===== config.mk =====
export PLATFORM = sky130hd
export DESIGN_NAME = apb_master_bridge_flat
export DESIGN_NICKNAME = d
export VERILOG_FILES = /design/src/rtl/apb_pkg.sv /design/src/rtl/apb_master_bridge_if.sv /design/src/rtl/apb_master_wdog.sv /design/src/rtl/apb_master_bridge.sv /design/src/flat_wrapper.sv
export SDC_FILE = /design/constraint.sdc
export NUM_CORES = 1
export LEC_CHECK = 0
export ABC_CLOCK_PERIOD_IN_PS = 1420
export CAP_MARGIN = 10
export CORE_MARGIN = 2
export CORE_UTILIZATION = 37
export CTS_CLUSTER_SIZE = 8
export DETAILED_ROUTE_END_ITERATION = 12
export PLACE_DENSITY_LB_ADDON = 0.2
export SYNTH_ARGS = -nofsm -noshare
export SYNTH_HDL_FRONTEND = slang
export SYNTH_HIERARCHICAL = 1
export SYNTH_SLANG_ARGS = --single-unit

===== constraint.sdc =====
create_clock -name PCLK -period 1.42 [get_ports PCLK]
set_clock_uncertainty 0.05 [all_clocks]
set_input_delay 0.426 -clock PCLK [delete_from_list [all_inputs] [get_ports PCLK]]
set_output_delay 0.426 -clock PCLK [all_outputs]
set_load 0.01 [all_outputs]

===== src/rtl/apb_pkg.sv =====
// Shared types and constants for the APB master bridge.
// State encoding, default widths and SPI register bank addresses.
package apb_pkg;

    typedef enum logic [1:0] {
        IDLE   = 2'b00,
        SETUP  = 2'b01,
        ACCESS = 2'b10
    } state_t;

    localparam int ADDR_W_DEF  = 8;
    localparam int WDATA_W_DEF = 8;
    localparam int RDATA_W_DEF = 16;

    localparam logic [7:0] SPI_CTRL   = 8'h00;
    localparam logic [7:0] SPI_STATUS = 8'h04;
    localparam logic [7:0] SPI_RXDATA = 8'h08;
    localparam logic [7:0] SPI_TXDATA = 8'h0C;

endpackage


===== src/rtl/apb_master_bridge_if.sv =====
// Command/response stream plus APB bus bundle for the APB master bridge.
// master = bridge side, slave = controller/responder side.
interface apb_master_bridge_if
    import apb_pkg::*;
#(
    parameter int ADDR_W  = ADDR_W_DEF,
    parameter int WDATA_W = WDATA_W_DEF,
    parameter int RDATA_W = RDATA_W_DEF
) ();

    logic               cmd_valid;
    logic               cmd_ready;
    logic               cmd_write;
    logic [ADDR_W-1:0]  cmd_addr;
    logic [WDATA_W-1:0] cmd_wdata;
    logic               rsp_valid;
    logic [RDATA_W-1:0] rsp_rdata;
    logic               rsp_err;
    logic               PSEL;
    logic               PENABLE;
    logic               PWRITE;
    logic [ADDR_W-1:0]  PADDR;
    logic [WDATA_W-1:0] PWDATA;
    logic [RDATA_W-1:0] PRDATA;
    logic               PREADY;
    logic               PSLVERR;

    modport master (
        input  cmd_valid, cmd_write, cmd_addr, cmd_wdata,
        input  PRDATA, PREADY, PSLVERR,
        output cmd_ready, rsp_valid, rsp_rdata, rsp_err,
        output PSEL, PENABLE, PWRITE, PADDR, PWDATA
    );

    modport slave (
        output cmd_valid, cmd_write, cmd_addr, cmd_wdata,
        output PRDATA, PREADY, PSLVERR,
        input  cmd_ready, rsp_valid, rsp_rdata, rsp_err,
        input  PSEL, PENABLE, PWRITE, PADDR, PWDATA
    );

endinterface


===== src/rtl/apb_master_wdog.sv =====
// ACCESS-phase wait counter for the APB master bridge.
// Flags expiry on the LIMIT-th consecutive wait cycle.
module apb_master_wdog #(
    parameter int LIMIT = 16
) (
    input  logic clk,
    input  logic rst,
    input  logic clr,
    input  logic inc,
    output logic expired
);

    localparam int CW = $clog2(LIMIT + 1);

    logic [CW-1:0] cnt_q;

    // count wait cycles, restart for every new transfer
    always_ff @(posedge clk) begin
        if (rst || clr) begin
            cnt_q <= '0;
        end else if (inc && (cnt_q != CW'(LIMIT))) begin
            cnt_q <= cnt_q + 1'b1;
        end
    end

    assign expired = inc && (cnt_q == CW'(LIMIT - 1));

endmodule


===== src/rtl/apb_master_bridge.sv =====
// APB requester: valid/ready commands -> APB SETUP/ACCESS, one rsp each.
// Optional ACCESS timeout when APB_MASTER_TIMEOUT_EN is defined.
module apb_master_bridge
    import apb_pkg::*;
#(
    parameter int ADDR_W         = ADDR_W_DEF,
    parameter int WDATA_W        = WDATA_W_DEF,
    parameter int RDATA_W        = RDATA_W_DEF,
    parameter int TIMEOUT_CYCLES = 16
) (
    input  logic                PCLK,
    input  logic                PRESET,
    apb_master_bridge_if.master bus
);

    state_t             state_q;
    state_t             state_d;
    logic               accept;
    logic               complete;
    logic               tmo;
    logic               cmd_ready;

    logic               psel_q, psel_d;
    logic               penable_q, penable_d;
    logic               pwrite_q;
    logic [ADDR_W-1:0]  paddr_q;
    logic [WDATA_W-1:0] pwdata_q;
    logic               rsp_valid_q, rsp_valid_d;
    logic               rsp_err_q, rsp_err_d;
    logic [RDATA_W-1:0] rsp_rdata_q, rsp_rdata_d;

    assign cmd_ready = (state_q == IDLE) ||
                       ((state_q == ACCESS) && bus.PREADY);
    assign accept    = bus.cmd_valid && cmd_ready;
    assign complete  = (state_q == ACCESS) && bus.PREADY;

`ifdef APB_MASTER_TIMEOUT_EN
    logic wd_clr;
    logic wd_inc;

    assign wd_clr = (state_q == SETUP);
    assign wd_inc = (state_q == ACCESS) && !bus.PREADY;

    apb_master_wdog #(
        .LIMIT   (TIMEOUT_CYCLES)
    ) u_wdog (
        .clk     (PCLK),
        .rst     (PRESET),
        .clr     (wd_clr),
        .inc     (wd_inc),
        .expired (tmo)
    );
`else
    assign tmo = 1'b0;
`endif

    // state and registered bus/response outputs
    always_ff @(posedge PCLK) begin
        if (PRESET) begin
            state_q     <= IDLE;
            psel_q      <= 1'b0;
            penable_q   <= 1'b0;
            pwrite_q    <= 1'b0;
            paddr_q     <= '0;
            pwdata_q    <= '0;
            rsp_valid_q <= 1'b0;
            rsp_err_q   <= 1'b0;
            rsp_rdata_q <= '0;
        end else begin
            state_q     <= state_d;
            psel_q      <= psel_d;
            penable_q   <= penable_d;
            rsp_valid_q <= rsp_valid_d;
            rsp_err_q   <= rsp_err_d;
            rsp_rdata_q <= rsp_rdata_d;
            if (accept) begin
                pwrite_q <= bus.cmd_write;
                paddr_q  <= bus.cmd_addr;
                pwdata_q <= bus.cmd_wdata;
            end
        end
    end

    // next-state: PREADY beats an expiring timeout in the same cycle
    always_comb begin
        state_d = state_q;
        unique case (state_q)
            IDLE:    state_d = accept ? SETUP : IDLE;
            SETUP:   state_d = ACCESS;
            ACCESS: begin
                if (bus.PREADY)
                    state_d = bus.cmd_valid ? SETUP : IDLE;
                else if (tmo)
                    state_d = IDLE;
                else
                    state_d = ACCESS;
            end
            default: state_d = IDLE;
        endcase
    end

    // next values of the registered outputs
    always_comb begin
        psel_d      = (state_d != IDLE);
        penable_d   = (state_d == ACCESS);
        rsp_valid_d = complete || tmo;
        rsp_err_d   = complete ? bus.PSLVERR : tmo;
        rsp_rdata_d = (complete && !pwrite_q) ? bus.PRDATA : '0;
    end

    assign bus.cmd_ready = cmd_ready;
    assign bus.PSEL      = psel_q;
    assign bus.PENABLE   = penable_q;
    assign bus.PWRITE    = pwrite_q;
    assign bus.PADDR     = paddr_q;
    assign bus.PWDATA    = pwdata_q;
    assign bus.rsp_valid = rsp_valid_q;
    assign bus.rsp_err   = rsp_err_q;
    assign bus.rsp_rdata = rsp_rdata_q;

endmodule

===== src/flat_wrapper.sv =====
// flat-port wrapper written by rule: the top's interface ports become plain ports
module apb_master_bridge_flat import apb_pkg::*;
#(
    parameter int ADDR_W         = ADDR_W_DEF,
    parameter int WDATA_W        = WDATA_W_DEF,
    parameter int RDATA_W        = RDATA_W_DEF,
    parameter int TIMEOUT_CYCLES = 16
)
  (PCLK, PRESET, bus_cmd_valid, bus_cmd_write, bus_cmd_addr, bus_cmd_wdata, bus_PRDATA, bus_PREADY, bus_PSLVERR, bus_cmd_ready, bus_rsp_valid, bus_rsp_rdata, bus_rsp_err, bus_PSEL, bus_PENABLE, bus_PWRITE, bus_PADDR, bus_PWDATA);
  apb_master_bridge_if #(.ADDR_W(ADDR_W), .WDATA_W(WDATA_W), .RDATA_W(RDATA_W)) bus_i ();
  input  logic PCLK;
  input  logic PRESET;
  input wire logic [$bits(bus_i.cmd_valid)-1:0] bus_cmd_valid;
  input wire logic [$bits(bus_i.cmd_write)-1:0] bus_cmd_write;
  input wire logic [$bits(bus_i.cmd_addr)-1:0] bus_cmd_addr;
  input wire logic [$bits(bus_i.cmd_wdata)-1:0] bus_cmd_wdata;
  input wire logic [$bits(bus_i.PRDATA)-1:0] bus_PRDATA;
  input wire logic [$bits(bus_i.PREADY)-1:0] bus_PREADY;
  input wire logic [$bits(bus_i.PSLVERR)-1:0] bus_PSLVERR;
  output wire logic [$bits(bus_i.cmd_ready)-1:0] bus_cmd_ready;
  output wire logic [$bits(bus_i.rsp_valid)-1:0] bus_rsp_valid;
  output wire logic [$bits(bus_i.rsp_rdata)-1:0] bus_rsp_rdata;
  output wire logic [$bits(bus_i.rsp_err)-1:0] bus_rsp_err;
  output wire logic [$bits(bus_i.PSEL)-1:0] bus_PSEL;
  output wire logic [$bits(bus_i.PENABLE)-1:0] bus_PENABLE;
  output wire logic [$bits(bus_i.PWRITE)-1:0] bus_PWRITE;
  output wire logic [$bits(bus_i.PADDR)-1:0] bus_PADDR;
  output wire logic [$bits(bus_i.PWDATA)-1:0] bus_PWDATA;
  assign bus_i.cmd_valid = bus_cmd_valid;
  assign bus_i.cmd_write = bus_cmd_write;
  assign bus_i.cmd_addr = bus_cmd_addr;
  assign bus_i.cmd_wdata = bus_cmd_wdata;
  assign bus_i.PRDATA = bus_PRDATA;
  assign bus_i.PREADY = bus_PREADY;
  assign bus_i.PSLVERR = bus_PSLVERR;
  assign bus_cmd_ready = bus_i.cmd_ready;
  assign bus_rsp_valid = bus_i.rsp_valid;
  assign bus_rsp_rdata = bus_i.rsp_rdata;
  assign bus_rsp_err = bus_i.rsp_err;
  assign bus_PSEL = bus_i.PSEL;
  assign bus_PENABLE = bus_i.PENABLE;
  assign bus_PWRITE = bus_i.PWRITE;
  assign bus_PADDR = bus_i.PADDR;
  assign bus_PWDATA = bus_i.PWDATA;
  apb_master_bridge #(.ADDR_W(ADDR_W), .WDATA_W(WDATA_W), .RDATA_W(RDATA_W), .TIMEOUT_CYCLES(TIMEOUT_CYCLES)) u_core (.PCLK(PCLK), .PRESET(PRESET), .bus(bus_i));
endmodule

### Word-level counts from Yosys, hierarchy flattened

Index checks and enable logic that the tools add are counted.
Widths: inputs -> output; s select.

* reductions and logical operators: 9
* bitwise gates (word level): 2
* muxes and demuxes: 4
* eq/ne operators: 3

Operators by type and width (count)
* $pmux 2 s3: 1
* $eq 2x2->1 const B: 2
* $reduce_or 2->1: 2
* $logic_and 1x1->1: 3
* $eq 2x1->1 const B: 1
* $logic_not 2->1: 1
* $mux 1: 2
* $mux 2: 1
* $not 1->1: 2
* $reduce_bool 2->1: 1
* $logic_not 1->1: 1
* $logic_or 1x1->1: 1

* bits in registers: 39
* word-level logic and storage cells: 27
* output and inout port bits: 38
* bits of input ports: 38

### Depth between registers and ports, before layout

Gate-level depths: netlist of run 1.

* word-level depth: 7
* depth in mapped cells: 5
* mapped depth without buffers: 3

### Least setup slack after synthesis of run 1

No wires, ideal clock.

* kind: input-to-reg
* from: input bus_PREADY
* to: register u_core.paddr_q[1] (netlist: u_core/bus.PADDR[1])
* stages: 5
* arrival: 1087 ps
* required time: 1298 ps
* library setup time: 72 ps
* setup slack: 212 ps
* path buffers: 2
* cells stage by stage: nor2b_4 -> nor3b_2 -> buf_6 -> buf_12 -> mux2i_1

* word-level cells in the longest chain between the ends: 3

Ends and longest elaborated chain
* from (decl): RTL line flat_wrapper.sv:18 `input wire logic [$bits(bus_i.PREADY)-1:0] bus_PREADY;`
* $logic_and 1x1->1: RTL line apb_master_bridge.sv:33 `((state_q == ACCESS) && bus.PREADY);`
* $logic_or 1x1->1: RTL line apb_master_bridge.sv:32 `assign cmd_ready = (state_q == IDLE) ||`
* $logic_and 1x1->1: RTL line apb_master_bridge.sv:34 `assign accept = bus.cmd_valid && cmd_ready;`
* to (signal assigned): RTL line apb_master_bridge.sv:78 `paddr_q <= bus.cmd_addr;`
* to (decl): RTL line apb_master_bridge.sv:26 `logic [ADDR_W-1:0] paddr_q;`

No other way between the ends.
A chain may end at the register's enable or synchronous reset.

### Final worst setup path of run 1

* from: input bus_PREADY
* to: output bus_cmd_ready

* word-level cells in the longest chain between the ends: 2

Ends and longest elaborated chain
* $logic_and 1x1->1: RTL line apb_master_bridge.sv:33
* $logic_or 1x1->1: RTL line apb_master_bridge.sv:32
* to (decl): RTL line flat_wrapper.sv:20 `output wire logic [$bits(bus_i.cmd_ready)-1:0] bus_cmd_ready;`

No other way between the ends.

==> key figures, run 1 <==
Synth
  – Synthesized area per cell: 10.6 sq um
  – Flip-flop and latch count after synthesis: 39
  – Async S/R FF share, synth: 0%
  – Commonest cells in the netlist: dfxtp_1 (39), nand2_1 (34), and2_1 (18), mux2i_1 (17), a21o_1 (3)
  – Number of synthesized flops with an enable pin: 0
  – Synth area leader: dfxtp_1
  – Post-Synthesis Cells: 125
  – Seq/Total Area, Yosys: 58.7%
  – Most area-consuming cells after synthesis: dfxtp_1 (59%), mux2i_1 (13%), nand2_1 (9.6%)
  – Main synth FF type: dfxtp_1
  – Synth Net Count: 163
  – Synthesis Warnings: 6
  – Most frequent cell after synthesis: dfxtp_1
  – Synth cell types: 18
  – Share of the synthesized area in the top cell type: 58.7%
  – Netlist Area Pre-Place: 0.00133 sq mm

Setup path
  – Critical path arrival: 1.00 ns
  – Worst r2r src: u_core/state_q[1]$_SDFF_PP0_
  – CP Launch Point: bus_PREADY
  – Critical Path End Type: output port
  – Crit path launch type: input port
  – Maximum fanout along the worst path: 2
  – Critical path required time: 0.94 ns
  – CP Class: input port to output port

CTS
  – H-tree depth: 2
  – CTS tree: done
  – CTS root buf: clkbuf_4
  – CTS Buffer Depth: 2
  – Num CTS Buffers: 5
  – Later-pin clock latency in the skew report: 0.34 ns
  – Worst-path clk slew: 0.10 ns
  – Clock sink count: 39

Floorplanning
  – Area of the core: 0.00339 sq mm
  – Num rows: 21
  – Initial Utilization: 39.2%
  – Die area: 0.00409 sq mm
  – Die W: 64.0 um
  – Die Ht: 64.0 um
  – IO Count: 76

Timing
  – Slew headroom: 83.2%
  – Slew @ Worst Pin: 0.252 ns
  – RSZ-0062 raised after global routing: yes
  – FMAX: 0.676 GHz
  – Fin. max-slew vios: 0
  – Fin crit share: 104%
  – Final Hold Fails: 0
  – Setup WS post-layout: -0.0585 ns
  – Endpoints failing setup: 1
  – Minimum clock period: 1.48 ns

Finish
  – # nets final: 249
  – Share of cells above drive strength 1: 35.8%
  – Antenna cells: 0
  – Area Growth Syn to Fin: 59.0%
  – End-of-flow core utilization: 62.4%
  – Final std cells w/o fill: 258
  – Fin area: 0.00211 sq mm

Placed design
  – HPWL after DPL: 2230 um
  – Final Wtd Congestion: 0.699
  – Port Buf Inserts: 75
  – Placement Cell Area: 0.00217 sq mm
  – Placed Cells: 248

Min path
  – Worst min-delay path startpoint: u_core/bus.PWDATA[2]$_SDFFE_PP0P_
  – Hold crit path type: flop to flop

Power
  – Peak VDD IR: 0.810 mV
  – Pwr/cell area: 998 mW/mm^2
  – LEAKAGE: 0.988 nW

Routing
  – Antenna-violating nets left: 0
  – DRC marker count from the first detailed-route iteration: 39
  – TritonRoute pass-1 iters: 4
  – DR DRC count: 0
  – Wirelength, routed: 2930 um
  – DR vias: 1107
  – Vias per Instance: 4.29
  – Avg WL per Cell: 11.4 um

Outcome
  – Status: finished with violations
  – Violated checks: setup timing

GRT
  – Grt total ovfl: 0
  – First-pass GRT wire length: 4700 um
  – Antenna violations before repair: 0
  – Largest net degree at the start of global routing: 22
  – GRT Total Usage: 15.0%
  – Vias in the first global route: 1123

Job
  – Max-Cap Viols: 0
flip-flops by register name, indices dropped and copies added (netlist names):
| signal | cells |
|---|---|
| u_core/bus.PENABLE | 1 |
| u_core/bus.PWDATA | 8 |
| u_core/bus.PADDR | 8 |
| u_core/bus.rsp_valid | 1 |
| u_core/bus.rsp_err | 1 |
| u_core/bus.rsp_rdata | 16 |
| u_core/bus.PWRITE | 1 |
| u_core/bus.PSEL | 1 |
| u_core/state_q | 2 |
final cells by class:
class                      count  area (sq um)
multi-input combinational     79           507
timing repair buffer          85           677
sequential                    39           801
clock buffer                   8          68.8
fill                         304          1270
inverter                       1          3.75
tap                           46          57.6
report_power, final:
group          switching, W  total (W)  internal, W  leakage [nW]
combinational      0.000125   0.000320     0.000195         0.625
sequential        0.0000208    0.00117      0.00115         0.324
clock              0.000332   0.000623     0.000291        0.0386
total              0.000478    0.00211      0.00163         0.988
stage by stage:
stage | total power [W] | worst slack, ns | hold slack [ns] | setup TNS [ns]
final | 0.00211 | -0.0585 | 0.410 | -0.0585
after global routing | 0.00223 | -0.138 | 0.425 | -0.172
after CTS | 0.00217 | -0.0860 | 0.416 | -0.0860
after detailed placement | 0.00154 | -0.701 | 0.404 | -14.32
after global placement | 0.00154 | -0.666 | 0.391 | -12.79
after floorplan | 0.00132 | 0.212 | 0.429 | 0
what timing repair did:
| item | 4_1_cts | 5_1_grt |
|---|---|---|
| setup buffers | 1 | 1 |
| setup endpoints to repair | 57 | 38 |
| pin swaps | 0 | 0 |
| resized for setup | 97 | 47 |
| hold buffers | 0 | 0 |
worst max-delay path, stage by stage:
cell and delay, ns:
dlygate4sd2_1 0.28, nor2b_4 0.13, nor2_2 0.04, buf_2 0.13
cell usage in the layout, fill, tap and decap left out:
cell type	instances
a21o_1	3
and2_1	18
and3_2	1
and4b_4	1
buf_12	1
buf_2	13
buf_4	9
clkbuf_1	1
clkbuf_2	20
clkbuf_4	5
clkbuf_8	2
clkdlybuf4s15_1	1
clkdlybuf4s15_2	4
clkdlybuf4s50_1	36
clkinv_1	1
dfxtp_1	23
dfxtp_2	16
dlygate4sd2_1	1
mux2i_1	17
nand2_1	34
nor2_2	2
nor2b_4	1
nor3b_1	1
nor3b_4	1
logic make-up after synthesis:
| family | count (synthesis) | share of synthesized area (%) |
|---|---|---|
| multiplexers | 17 | 12.8 |
| flip-flops | 39 | 58.7 |
| AND/OR/NAND/NOR | 59 | 23.0 |
| buffers and inverters | 7 | 3.86 |
| AO/OA/AOI/OAI | 3 | 1.69 |
per-layer routing:
metal | vias up | part of all wire, % | wire (um) | GRT usage [%]
met1 | 494 | 39 | 1140 | 14.2
met2 | 42 | 52 | 1520 | 27.5
met5 | - | 0 | 0 | 0
met3 | 4 | 8.4 | 246 | 7.39
met4 | 0 | 0.92 | 27 | 5.71
li1 | 567 | - | - | -
worst paths after layout:
check | end | slack [ns] | cells after the start
worst max register to register | u_core/bus.PWDATA[5]$_SDFFE_PP0P_ | 0.05 | 5
worst min-delay path | u_core/bus.PWDATA[2]$_SDFFE_PP0P_ | 0.41 | 2
worst min register to register | u_core/bus.PWDATA[2]$_SDFFE_PP0P_ | 0.41 | 2
worst max-delay path | bus_cmd_ready | -0.06 | 4
Power figures use the tool's default switching activity.
==> run 2: changes to the inputs <==
TNS_END_PERCENT = 30   (was unset)
==> run 2 against run 1 <==
Effect of this change:
- the run still ends with setup timing left
- routed wire length shrank 0.34%
- via count is the same
- first-iteration DRC count grew 21%
- critical endpoint unchanged
- critical path type unchanged
==> key figures, run 2 (synthesis gave the netlist of run 1 again) <==
Outcome
  – Status: finished with violations
  – Violated checks: setup timing

Routing
  – Avg WL per Cell: 11.3 um (-0.34%)
  – DR vias: 1107 (unchanged)
  – Vias per Instance: 4.29 (unchanged)
  – DRC marker count from the first detailed-route iteration: 47 (+21%)
  – Wirelength, routed: 2920 um (-0.34%)
  – DR DRC count: 0 (unchanged)
  – TritonRoute pass-1 iters: 4 (unchanged)
  – Antenna-violating nets left: 0 (unchanged)

Timing
  – Setup TNS: -0.0585 ns (unchanged)
  – Fin crit share: 104% (unchanged)
  – Slew headroom: 83.2% (unchanged)
  – RSZ-0062 raised after global routing: yes
  – Final Hold Fails: 0 (unchanged)
  – Setup WS post-layout: -0.0585 ns (unchanged)
  – Endpoints failing setup: 1 (unchanged)
  – Slew @ Worst Pin: 0.252 ns (unchanged)
  – Fin. max-slew vios: 0 (unchanged)
  – Minimum clock period: 1.48 ns (unchanged)
  – FMAX: 0.676 GHz (unchanged)

Placed design
  – Port Buf Inserts: 75 (unchanged)
  – Place WS: -0.701 ns (unchanged)
  – Final Wtd Congestion: 0.699 (unchanged)
  – HPWL after DPL: 2230 um (unchanged)

GRT
  – First-pass GRT wire length: 4700 um (unchanged)
  – Antenna violations before repair: 0 (unchanged)
  – Grt total ovfl: 0 (unchanged)
  – Vias in the first global route: 1123 (unchanged)
  – Largest net degree at the start of global routing: 22 (unchanged)
  – GRT Total Usage: 15.0% (unchanged)

Power
  – Peak VDD IR: 0.811 mV (+0.16%)
  – Pwr/cell area: 998 mW/mm^2 (about the same)
  – Internal power: 0.00163 W (about the same)
  – Comb pwr share: 15.2% (about the same)
  – Switch Pwr: 0.000477 W (-0.25%)
  – Clock Power Share: 29.5% (about the same)
  – Sequential share of power: 55.3% (about the same)
  – Sw frac: 22.6% (-0.044 points)
  – LEAKAGE: 0.988 nW (unchanged)

CTS
  – Later-pin clock latency in the skew report: 0.34 ns (about the same)
  – Clock sink count: 39 (unchanged)
  – CTS root buf: clkbuf_4
  – CTS tree: done
  – Num CTS Buffers: 5 (unchanged)
  – H-tree depth: 2 (unchanged)
  – Worst-path clk slew: 0.10 ns (about the same)
  – CTS Buffer Depth: 2 (unchanged)
  – Cts hold-fix bufs: 0 (unchanged)

Finish
  – Area Growth Syn to Fin: 59.0% (unchanged)
  – # nets final: 249 (unchanged)
  – Antenna cells: 0 (unchanged)
  – Layout fillers: 304 (unchanged)
  – Most common cell after layout, fill and taps aside: clkdlybuf4s50_1
  – Max reg flops: 16 (unchanged)
  – Commonest non-fill, non-tap cells in the layout: clkdlybuf4s50_1 (36), nand2_1 (34), dfxtp_1 (23)
  – Share of cells above drive strength 1: 35.8% (unchanged)
  – Multi-input gate area: 507 sq um (unchanged)
  – Sequential standard cell area: 801 sq um (unchanged)

Setup path
  – Critical Path End Type: output port
  – Reg2Reg Depth: 5 (unchanged)
  – CP Class: input port to output port
  – Critical path arrival: 1.00 ns (about the same)
  – Register-to-register setup slack: 0.05 ns (about the same)
  – Critical path required time: 0.94 ns (about the same)
  – CP endpoint: bus_cmd_ready
  – CP Launch Point: bus_PREADY
  – Maximum fanout along the worst path: 2 (unchanged)
  – Critical R2R Capture: u_core/bus.PWDATA[5]$_SDFFE_PP0P_
  – Crit path launch type: input port
  – Worst r2r src: u_core/state_q[1]$_SDFF_PP0_

Floorplanning
  – Die Ht: 64.0 um (unchanged)
  – Die area: 0.00409 sq mm (unchanged)
  – Die W: 64.0 um (unchanged)
  – Initial Utilization: 39.2% (unchanged)
  – Area of the core: 0.00339 sq mm (unchanged)
  – IO Count: 76 (unchanged)
  – Num rows: 21 (unchanged)

Min path
  – Hold crit path type: flop to flop

Job
  – Max-Cap Viols: 0 (unchanged)
run 2: cell counts in the layout (fill, tap and decap cells not counted):
No cell type changed its count.
run 2: final cells by class:
class / count / share of cell area (%)
repair buffers: 85 / 32.0
well taps: 46 / 2.72
clock buffers: 8 / 3.25
flip-flops and latches: 39 / 37.9
multi-input cells: 79 / 24.0
inverters: 1 / 0.178
run 2: worst min-delay path by stage:
stage | startpoint | endpoint | slack [ns] | cells after the start
6_report | u_core/bus.PWDATA[2]$_SDFFE_PP0P_ | u_core/bus.PWDATA[2]$_SDFFE_PP0P_ | 0.41 | 2
5_1_grt | u_core/bus.PWDATA[7]$_SDFFE_PP0P_ | u_core/bus.PWDATA[7]$_SDFFE_PP0P_ | 0.42 | 2
4_1_cts | u_core/bus.PADDR[1]$_SDFFE_PP0P_ | u_core/bus.PADDR[1]$_SDFFE_PP0P_ | 0.42 | 2
3_5_place_dp | u_core/bus.PADDR[3]$_SDFFE_PP0P_ | u_core/bus.PADDR[3]$_SDFFE_PP0P_ | 0.40 | 2
2_1_floorplan | u_core/bus.PADDR[0]$_SDFFE_PP0P_ | u_core/bus.PADDR[0]$_SDFFE_PP0P_ | 0.43 | 2
3_3_place_gp | u_core/bus.PWDATA[5]$_SDFFE_PP0P_ | u_core/bus.PWDATA[5]$_SDFFE_PP0P_ | 0.39 | 2
run 2: metrics by stage:
step	hold WS, ns	instances	instance area (sq um)	utilization (%)	power, W
2_1_floorplan	0.429	125	1330	-	0.00132
3_3_place_gp	0.391	248	2170	64.0	0.00154
3_5_place_dp	0.404	248	2170	64.0	0.00154
4_1_cts	0.416	257	2260	66.7	0.00217
5_1_grt	0.425	258	2110	62.4	0.00223
6_report	0.409	258	2110	62.4	0.00211
run 2: power groups by stage:
stage / combinational (W) / sequential, W / clock, W
after global placement: 0.000349 / 0.00119 / 0
final: 0.000320 / 0.00117 / 0.000623
after floorplan: 0.000112 / 0.00121 / 0
after CTS: 0.000343 / 0.00116 / 0.000658
after global routing: 0.000347 / 0.00117 / 0.000708
after detailed placement: 0.000357 / 0.00119 / 0
run 2: timing repair:
action / 4_1_cts / 5_1_grt
endpoints found under the setup margin: 57 / 38
gates resized for setup: 97 / 47
buffers inserted: 1 / 1
gates cloned: 0 / 0
run 2: worst max-delay path, stage by stage:
cell and delay, ns:
dlygate4sd2_1 0.28, nor2b_4 0.13, nor2_2 0.04, buf_2 0.13
run 2: per-layer routing:
| metal | up-vias | wire length (um) | global-route usage [%] |
|---|---|---|---|
| li1 | 567 | - | - |
| met1 | 492 | 1130 | 14.2 |
| met3 | 4 | 251 | 7.39 |
| met4 | 0 | 27 | 5.71 |
| met5 | - | 0 | 0 |
| met2 | 44 | 1520 | 27.5 |
==> run 3: changes to the inputs <==
REMOVE_ABC_BUFFERS = 1   (was unset)
==> run 3 against run 2 <==
Effect of this change:
- the run still ends with setup timing left
- count of clock-buffer cells in the layout is the same
- sequential power hardly changed
- sequential share of layout area decreased by 1.1 points
- utilization grew 1.0 points
- design area is 1.6% higher
- register-to-register slack improved by 0.04 ns
- non-clock buffer count is 1 lower
- hold slack lost 0.00084 ns
- largest cell class unchanged
- largest power group unchanged
==> key figures, run 3 (synthesis gave the netlist of run 1 again) <==
Outcome
  – Status: finished with violations
  – Violated checks: setup timing

Timing
  – Setup WS post-layout: -0.0300 ns (+0.0284 ns)
  – Slew headroom: 84.1% (+0.98 points)
  – FMAX: 0.690 GHz (+2.0%)
  – Minimum clock period: 1.45 ns (-0.0284 ns)
  – Fin. max-slew vios: 0 (unchanged)
  – Fin crit share: 102% (-2.0 points)
  – Setup TNS: -0.0300 ns (+0.0284 ns)
  – Endpoints failing setup: 1 (unchanged)
  – Slew @ Worst Pin: 0.237 ns (-0.0146 ns)
  – Final Hold Fails: 0 (unchanged)
  – RSZ-0062 raised after global routing: yes

CTS
  – H-tree depth: 2 (unchanged)
  – CTS Buffer Depth: 2 (unchanged)
  – Clock sink count: 39 (unchanged)
  – Worst-path clk slew: 0.10 ns (about the same)
  – CTS root buf: clkbuf_4
  – CTS tree: done
  – Num CTS Buffers: 5 (unchanged)
  – Cts hold-fix bufs: 0 (unchanged)
  – Later-pin clock latency in the skew report: 0.32 ns (-0.02 ns)

Power
  – Comb pwr share: 15.2% (about the same)
  – Sequential share of power: 55.5% (+0.2 points)
  – Sw frac: 22.3% (-0.33 points)
  – Pwr/cell area: 977 mW/mm^2 (-2.0%)
  – Internal power: 0.00163 W (about the same)
  – Peak VDD IR: 0.615 mV (-24%)
  – Clock Power Share: 29.3% (-0.2 points)
  – Total Power: 0.00210 W (-0.46%)
  – Switch Pwr: 0.000468 W (-1.9%)
  – LEAKAGE: 0.982 nW (-0.65%)

Job
  – Max-Cap Viols: 0 (unchanged)

GRT
  – Antenna violations before repair: 0 (unchanged)
  – Grt total ovfl: 0 (unchanged)
  – First-pass GRT wire length: 5010 um (+6.6%)
  – Vias in the first global route: 1100 (-2.0%)
  – Largest net degree at the start of global routing: 33 (+50%)
  – GRT Total Usage: 16.0% (+0.95 points)

Floorplanning
  – Die W: 64.0 um (unchanged)
  – Initial Utilization: 39.2% (unchanged)
  – Die area: 0.00409 sq mm (unchanged)
  – Area of the core: 0.00339 sq mm (unchanged)
  – Die Ht: 64.0 um (unchanged)
  – Num rows: 21 (unchanged)
  – IO Count: 76 (unchanged)

Setup path
  – Critical Path End Type: output port
  – Critical path required time: 0.94 ns (about the same)
  – Crit path launch type: input port
  – CP Class: input port to output port
  – Critical path arrival: 0.97 ns (-0.03 ns)
  – Maximum fanout along the worst path: 2 (unchanged)

Routing
  – Wirelength, routed: 2960 um (+1.2%)
  – DR vias: 1121 (+1.3%)
  – TritonRoute pass-1 iters: 2 (-2)
  – DRC marker count from the first detailed-route iteration: 20 (-57%)
  – DR DRC count: 0 (unchanged)
  – Antenna-violating nets left: 0 (unchanged)
  – Vias per Instance: 4.36 (+1.7%)
  – Avg WL per Cell: 11.5 um (+1.6%)

Finish
  – Area Growth Syn to Fin: 61.5%
  – Share of cells above drive strength 1: 25.6% (-10 points)
  – # nets final: 248 (-0.40%)
  – Commonest non-fill, non-tap cells in the layout: clkdlybuf4s50_1 (36), nand2_1 (34), dfxtp_1 (31)
  – Antenna cells: 0 (unchanged)
  – Most common cell after layout, fill and taps aside: clkdlybuf4s50_1
  – Max reg flops: 16 (unchanged)

Placed design
  – Final Wtd Congestion: 0.688 (-1.7%)
  – HPWL after DPL: 2280 um (+2.2%)
  – Port Buf Inserts: 75 (unchanged)

Min path
  – Hold crit path type: flop to flop
run 3: changes by cell type in the layout (fill, tap and decap cells not counted), moves of 2 or more:
cell             delta
buf_2               -6
buf_4               -2
clkbuf_2            -3
clkdlybuf4s15_1    +12
clkdlybuf4s15_2     -3
dfxtp_1             +8
dfxtp_2             -8
run 3: worst max-delay path, cell delays in order:
cell,delay (ns)
dlygate4sd2_1,0.27
nor2b_4,0.12
nor2_1,0.04
buf_2,0.13
run 3: routing by layer:
layer / up-vias / global-route usage, % / part of all wire, %
li1: 570 / - / -
met3: 4 / 6.69 / 6.5
met1: 514 / 16.2 / 37
met2: 33 / 28.6 / 55
met4: 0 / 6.52 / 1.2
met5: - / 0 / 0
run 3: worst paths after layout:
kind / from / to / slack [ns] / cells past startpoint
worst max register to register: u_core/state_q[1]$_SDFF_PP0_ / u_core/bus.PWDATA[6]$_SDFFE_PP0P_ / 0.09 / 5
worst max-delay path: bus_PREADY / bus_cmd_ready / -0.03 / 4
worst min register to register: u_core/bus.PWDATA[2]$_SDFFE_PP0P_ / u_core/bus.PWDATA[2]$_SDFFE_PP0P_ / 0.41 / 2
worst min-delay path: u_core/bus.PWDATA[2]$_SDFFE_PP0P_ / u_core/bus.PWDATA[2]$_SDFFE_PP0P_ / 0.41 / 2
run 3: per-stage QoR:
step / area (sq um) / instances / hold slack (ns) / utilization [%] / worst slack (ns)
after floorplan: 1280 / 119 / 0.429 / - / -0.472
after global placement: 2180 / 248 / 0.392 / 64.4 / -0.668
after detailed placement: 2180 / 248 / 0.397 / 64.4 / -0.662
after CTS: 2230 / 256 / 0.418 / 65.9 / -0.0586
after global routing: 2150 / 257 / 0.434 / 63.4 / -0.108
final: 2150 / 257 / 0.409 / 63.4 / -0.0300
run 3: layout make-up:
type,count,area (sq um)
fillers,283,1240
flip-flops and latches,39,791
repair buffers,84,723
multi-input cells,79,504
clock buffers,8,68.8
well taps,46,57.6
inverters,1,3.75
run 3: what timing repair did:
item,4_1_cts,5_1_grt
hold endpoints to repair,0,0
buffers inserted,0,1
setup endpoints to repair,57,43
gates resized for setup,70,47
pin swaps,0,0
run 3: power groups by stage:
stage | Clock [W] | Sequential (W) | Combinational [W]
after detailed placement | 0 | 0.00119 | 0.000361
after CTS | 0.000646 | 0.00116 | 0.000340
after global placement | 0 | 0.00119 | 0.000353
final | 0.000615 | 0.00117 | 0.000320
after global routing | 0.000704 | 0.00117 | 0.000348
after floorplan | 0 | 0.00121 | 0.0000959
